### config.mk
export PLATFORM = sky130hd
export DESIGN_NAME = country_sensor_conditioner_flat
export DESIGN_NICKNAME = d
export VERILOG_FILES = /design/src/rtl/traffic_pkg.sv /design/src/rtl/country_sensor_conditioner_if.sv /design/src/rtl/sync_debounce.sv /design/src/rtl/country_sensor_conditioner.sv /design/src/flat_wrapper.sv
export SDC_FILE = /design/constraint.sdc
export NUM_CORES = 1
export LEC_CHECK = 0
export ABC_AREA = 1
export CAP_MARGIN = 20
export CORE_UTILIZATION = 46
export CTS_CLUSTER_DIAMETER = 80
export DETAILED_ROUTE_END_ITERATION = 10
export GPL_TIMING_DRIVEN = 0
export PLACE_DENSITY_LB_ADDON = 0.3
export SETUP_SLACK_MARGIN = 0.05
export SKIP_LAST_GASP = 1
export SLEW_MARGIN = 0
export SYNTH_ARGS = -nofsm -noshare
export SYNTH_HDL_FRONTEND = slang
export SYNTH_SLANG_ARGS = --single-unit
### constraint.sdc
create_clock -name clock -period 1.6 [get_ports clock]
set_input_delay 0.32 -clock clock [delete_from_list [all_inputs] [get_ports clock]]
set_output_delay 0.32 -clock clock [all_outputs]
set_load 0.02 [all_outputs]
### src/rtl/traffic_pkg.sv
// Shared definitions for the highway/country traffic-light controller and the
// country-road sensor conditioner that feeds it.
//   - light_t        : two-bit light encoding driven by the controller
//   - RED/YELLOW/GREEN : light encodings (3 is unused and reads as red)
//   - sensor_state_e : request FSM states of the sensor conditioner
package traffic_pkg;

  typedef logic [1:0] light_t;

  localparam light_t RED    = 2'd0;
  localparam light_t YELLOW = 2'd1;
  localparam light_t GREEN  = 2'd2;

  typedef enum logic [1:0] {
    IDLE,
    REQUEST,
    SERVING
  } sensor_state_e;

endpackage

### src/rtl/country_sensor_conditioner_if.sv
// Signal bundle between the loop sensor / controller side and the sensor
// conditioner.
//   sensor_raw : raw inductive-loop detector, asynchronous, may bounce
//   C          : country light currently driven by the controller
//   X          : registered country-road car request
//   pending    : registered count of arrived, unserved cars
//   stuck      : registered sticky stuck-sensor flag
// Modports: master drives sensor_raw/C, slave (the conditioner) drives X/pending/stuck.
interface country_sensor_conditioner_if #(
  parameter int unsigned CNT_W = 3
);
  import traffic_pkg::*;

  logic             sensor_raw;
  light_t           C;
  logic             X;
  logic [CNT_W-1:0] pending;
  logic             stuck;

  modport master (
    output sensor_raw,
    output C,
    input  X,
    input  pending,
    input  stuck
  );

  modport slave (
    input  sensor_raw,
    input  C,
    output X,
    output pending,
    output stuck
  );

endinterface

### src/rtl/sync_debounce.sv
// Two-flop synchroniser followed by a debounce filter. The debounced level only
// follows the synchronised input after DEBOUNCE_CYCLES consecutive differing
// samples.
//   clock : system clock, rising edge
//   clear : asynchronous active-high reset
//   din   : asynchronous raw input
//   dout  : debounced level
module sync_debounce #(
  parameter int unsigned DEBOUNCE_CYCLES = 4
) (
  input  logic clock,
  input  logic clear,
  input  logic din,
  output logic dout
);

  localparam int unsigned CntW = (DEBOUNCE_CYCLES > 1) ? $clog2(DEBOUNCE_CYCLES) : 1;
  localparam logic [CntW-1:0] CntLast = CntW'(DEBOUNCE_CYCLES - 1);

  logic            s1_q, s2_q, deb_q;
  logic [CntW-1:0] cnt_q;

  always_ff @(posedge clock or posedge clear) begin
    if (clear) begin
      s1_q  <= 1'b0;
      s2_q  <= 1'b0;
      deb_q <= 1'b0;
      cnt_q <= '0;
    end else begin
      s1_q <= din;
      s2_q <= s1_q;
      if (s2_q != deb_q) begin
        if (cnt_q == CntLast) begin
          deb_q <= s2_q;
          cnt_q <= '0;
        end else begin
          cnt_q <= cnt_q + CntW'(1);
        end
      end else begin
        // Any sample agreeing with the current level restarts the run.
        cnt_q <= '0;
      end
    end
  end

  assign dout = deb_q;

endmodule

### src/rtl/country_sensor_conditioner.sv
// Conditions the country-road loop sensor into the controller's car request X.
// Arrivals (debounced rising edges) are counted while a request is pending, the
// request is held until the country light has been green and left green, and a
// loop that stays occupied for STUCK_CYCLES is flagged stuck so it cannot keep
// requesting forever.
//   clock : system clock, rising edge
//   clear : asynchronous active-high reset
//   bus   : slave side of country_sensor_conditioner_if (sensor_raw, C in;
//           X, pending, stuck out, all outputs registered)
module country_sensor_conditioner
  import traffic_pkg::*;
#(
  parameter int unsigned DEBOUNCE_CYCLES = 4,
  parameter int unsigned STUCK_CYCLES    = 64,
  parameter int unsigned CNT_W           = 3
) (
  input logic                         clock,
  input logic                         clear,
  country_sensor_conditioner_if.slave bus
);

  localparam int unsigned StuckW = $clog2(STUCK_CYCLES + 1);
  localparam logic [StuckW-1:0] StuckLimit = StuckW'(STUCK_CYCLES);
  localparam logic [CNT_W-1:0] PendMax = '1;

  logic              deb, deb_q;
  logic [StuckW-1:0] stuck_cnt_q, stuck_cnt_d;
  logic              stuck_q, stuck_d;
  sensor_state_e     state_q, state_d;
  logic [CNT_W-1:0]  pending_q, pending_d;
  logic              x_q;
  logic              arrival, green;

  sync_debounce #(
    .DEBOUNCE_CYCLES(DEBOUNCE_CYCLES)
  ) u_sync_debounce (
    .clock(clock),
    .clear(clear),
    .din  (bus.sensor_raw),
    .dout (deb)
  );

  always_comb begin
    stuck_cnt_d = stuck_cnt_q;
    if (!deb) begin
      stuck_cnt_d = '0;
    end else if (!stuck_q && (stuck_cnt_q != StuckLimit)) begin
      stuck_cnt_d = stuck_cnt_q + StuckW'(1);
    end
    stuck_d = stuck_q | (stuck_cnt_q == StuckLimit);
  end

  assign arrival = deb & ~deb_q & ~stuck_q;
  assign green   = (bus.C == GREEN);

  always_comb begin
    state_d   = state_q;
    pending_d = pending_q;
    unique case (state_q)
      IDLE: begin
        // Green seen while idle is not ours to act on.
        if (arrival) begin
          state_d   = REQUEST;
          pending_d = CNT_W'(1);
        end
      end
      REQUEST: begin
        if (green) begin
          state_d = SERVING;
        end else if (arrival && (pending_q != PendMax)) begin
          pending_d = pending_q + CNT_W'(1);
        end
      end
      SERVING: begin
        if (!green) begin
          // A car still sitting on a healthy loop needs another green.
          if (deb && !stuck_q) begin
            state_d   = REQUEST;
            pending_d = CNT_W'(1);
          end else begin
            state_d   = IDLE;
            pending_d = '0;
          end
        end
      end
      default: begin
        state_d   = IDLE;
        pending_d = '0;
      end
    endcase
  end

  always_ff @(posedge clock or posedge clear) begin
    if (clear) begin
      deb_q       <= 1'b0;
      stuck_cnt_q <= '0;
      stuck_q     <= 1'b0;
      state_q     <= IDLE;
      pending_q   <= '0;
      x_q         <= 1'b0;
    end else begin
      deb_q       <= deb;
      stuck_cnt_q <= stuck_cnt_d;
      stuck_q     <= stuck_d;
      state_q     <= state_d;
      pending_q   <= pending_d;
      x_q         <= (state_d != IDLE);
    end
  end

  assign bus.X       = x_q;
  assign bus.pending = pending_q;
  assign bus.stuck   = stuck_q;

endmodule

### src/flat_wrapper.sv
// flat-port wrapper written by rule: the top's interface ports become plain ports
module country_sensor_conditioner_flat import traffic_pkg::*;
#(
  parameter int unsigned DEBOUNCE_CYCLES = 4,
  parameter int unsigned STUCK_CYCLES    = 64,
  parameter int unsigned CNT_W           = 3
)
  (clock, clear, bus_sensor_raw, bus_C, bus_X, bus_pending, bus_stuck);
  country_sensor_conditioner_if #(.CNT_W(CNT_W)) bus_i ();
  input logic clock;
  input logic clear;
  input wire logic [$bits(bus_i.sensor_raw)-1:0] bus_sensor_raw;
  input wire logic [$bits(bus_i.C)-1:0] bus_C;
  output wire logic [$bits(bus_i.X)-1:0] bus_X;
  output wire logic [$bits(bus_i.pending)-1:0] bus_pending;
  output wire logic [$bits(bus_i.stuck)-1:0] bus_stuck;
  assign bus_i.sensor_raw = bus_sensor_raw;
  assign bus_i.C = bus_C;
  assign bus_X = bus_i.X;
  assign bus_pending = bus_i.pending;
  assign bus_stuck = bus_i.stuck;
  country_sensor_conditioner #(.DEBOUNCE_CYCLES(DEBOUNCE_CYCLES), .STUCK_CYCLES(STUCK_CYCLES), .CNT_W(CNT_W)) u_core (.clock(clock), .clear(clear), .bus(bus_i));
endmodule
==> results.toml <==
[outcome]
outcome = "completed"

[setup_path]
endpoint_kind = "output pin"
crit_path_start_kind = "register"
critPathLaunch = "u_core.bus.stuck$_DFF_PP0_"
slowest_delay_ns = 0.45
crit_arrival_ns = 1.11
reg2regPathDepth = 8
crit_type = "register to output pin"
reg2reg_from = "u_core.bus.pending[0]$_DFFE_PP0P_"
reg2reg_slack_ns = 0.22
crit_cells = 1
worstPathCellList = "dlygate4sd2_1"
critPathTopFamily = "flip-flops"
path_buf_inv = 1
r2r-end = "u_core.bus.pending[2]$_DFFE_PP0P_"
worstPathRequired_ns = 1.28
crit_slowest_cell = "dfrtp_1"
crit_path_end = "bus_stuck"
worst-path-max-fanout = 3

[clock_network]
cts_max_path_buffers = 2
cts.htree.levels = 1
cts_made_buffers = 3
cts_tree = "done"
clock_latency_ns = 0.30
cts_sinks = 20
cts_setup_buffers = 0
clkSlewWorstSetupHoldPaths_ns = 0.11
cts-root-buf = "clkbuf_4"

[yosys]
ys_seq_area_share_pct = 49.0
synth_edf_count = 0
synth_top_cell_area_share_pct = 49.0
synth_area_leaders = "dfrtp_1, nand2_1, ha_1"
synth_top_area_cell = "dfrtp_1"
yosys_warnings = 0
syn_area_mm2 = 0.00102
synth_most_common_cell = "nand2_1"
syn_avg_cell_area_um2 = 8.66
synth_common_cells = "nand2_1, dfrtp_1, inv_1"
ys_ff_latch = 20
syn_inst = 118
ys.flop_type = "dfrtp_1"
yosysUniqueCellTypes = 24
syn-num-nets = 128
synthArstFlopShare_pct = 100

[place]
portBuffers = 9
dpl.cell_count = 154
dpl_cell_area_mm2 = 0.00115
dp_hpwl_mm = 1.20
pre_cts_slack_ns = 0.214
gp_congestion = 0.834

[flow_run]
drv_cap = 0

[sta]
worst_hold_slack_ns = 0.373
rsz0062_at_grt = "false"
min_period_ns = 1.43
slew_headroom_pct = 49.8
fmax_mhz = 700
finalCritPeriodShare_pct = 89.3
drv_slew = 0
worst_slew_pin_slew_ns = 0.752
hold_viol = 0
fin_ws_ns = 0.170
setup_viol = 0
finalSetupTns_ns = 0
skew_ns = 0.00119

[drt]
vias = 782
drtIter0Drc = 17
drc_errors = 0
dr.pass1.iters = 4
vias_per_cell = 4.95
drt_wl_total_mm = 1.62
antenna_left = 0
wire_per_inst_um = 10.3

[floorplanning]
start_util_pct = 50.6
die_h_um = 49.1
rows = 16
dieArea_mm2 = 0.00241
core_mm2 = 0.00202
ios = 10
dieWidth_um = 49.1

[power]
p_per_area_mw_per_mm2 = 1350
p_sw_share_pct = 37.3
total_power_mw = 1.59
ir_drop_v = 0.000890
intPower_uw = 994
p_leak_nw = 0.607
pwr-share-seq_pct = 44.9
p_clk_share_pct = 18.2
p_comb_share_pct = 36.9
power_switching_uw = 591

[grt]
grt_usage_pct = 16.3
grt_overflow = 0
grt_pass1_vias = 720
grt_pass1_wl_mm = 2.97
antenna_found_initial = 0
grt_max_degree = 21

[finish]
multi_input_area_um2 = 437
diodes = 0
fillCellCount = 190
syn_to_final_growth_pct = 15.1
regArea_um2 = 500
drive_gt1_share_pct = 15.3
design_area_mm2 = 0.00118
fin_util_pct = 58.2
layout.nets = 142
fin_cells = 158

[worst_hold_path]
hold_path.class = "register to register"
==> layout make-up <==
class	count	area share, %
plain buffers	1	0.957
well taps	27	2.87
clock buffers	4	3.09
multi-input cells	78	37.1
flip-flops and latches	20	42.6
repair buffers	9	7.13
inverters	19	6.28
==> layout by cell type (no fill, tap or decap), types with 3 or more instances in the layout <==
cell	count
dlygate4sd2_1	5
nor2_1	11
o21ai_1	3
dfrtp_1	20
clkbuf_4	3
o21ai_2	3
nand3_1	7
ha_1	5
nand2_1	30
nand4_1	3
inv_1	15
inv_2	3
clkdlybuf4s50_1	4
==> power groups by stage <==
| stage | Combinational, mW | Clock [mW] | Sequential [mW] |
|---|---|---|---|
| final | 0.585 | 0.289 | 0.711 |
| after global routing | 0.680 | 0.319 | 0.732 |
| after detailed placement | 0.617 | 0 | 0.724 |
| after CTS | 0.594 | 0.298 | 0.713 |
| after global placement | 0.605 | 0 | 0.718 |
| after floorplan | 0.413 | 0 | 0.755 |
==> metal layers <==
metal / GRT usage, % / wire (um)
met5: 0 / 0
met1: 19.7 / 746
met2: 28.1 / 758
met3: 1.87 / 81
met4: 8.82 / 37
==> cells by family (layout without fill, tap and decap cells) <==
kind of cell | count (synthesis) | in the layout | synth area share [%]
buf+inv | 20 | 33 | 8.32
compound gates | 10 | 10 | 6.24
xor+xnor | 2 | 2 | 1.71
flops | 20 | 20 | 49.0
fa+ha+maj | 5 | 5 | 6.12
simple gates | 61 | 61 | 28.6
==> sequential cells by signal (all words and copies together), names as in the netlist <==
signal / cells
u_core.bus.X: 1
u_core.bus.pending: 3
u_core.bus.stuck: 1
u_core.deb_q: 1
u_core.state_q: 2
u_core.stuck_cnt_q: 7
u_core.u_sync_debounce.cnt_q: 2
u_core.u_sync_debounce.dout: 1
u_core.u_sync_debounce.s1_q: 1
u_core.u_sync_debounce.s2_q: 1
==> how the worst min path moves through the flow <==
stage | depth (start not counted) | startpoint | to | slack [ns]
after global routing | 0 | u_core.u_sync_debounce.s1_q$_DFF_PP0_ | u_core.u_sync_debounce.s2_q$_DFF_PP0_ | 0.39
final | 0 | u_core.u_sync_debounce.s1_q$_DFF_PP0_ | u_core.u_sync_debounce.s2_q$_DFF_PP0_ | 0.37
after global placement | 0 | u_core.u_sync_debounce.s1_q$_DFF_PP0_ | u_core.u_sync_debounce.s2_q$_DFF_PP0_ | 0.33
after detailed placement | 0 | u_core.u_sync_debounce.s1_q$_DFF_PP0_ | u_core.u_sync_debounce.s2_q$_DFF_PP0_ | 0.35
after floorplan | 1 | clear | u_core.bus.X$_DFF_PP0_ | 0.28
after CTS | 0 | u_core.u_sync_debounce.s1_q$_DFF_PP0_ | u_core.u_sync_debounce.s2_q$_DFF_PP0_ | 0.38
==> timing repair <==
| action | CTS | global route |
|---|---|---|
| endpoints found under the setup margin | 5 | 0 |
| hold buffers | 0 | 0 |
| resized for setup | 5 | 0 |
No activity file was read; power rests on OpenSTA's default activity.
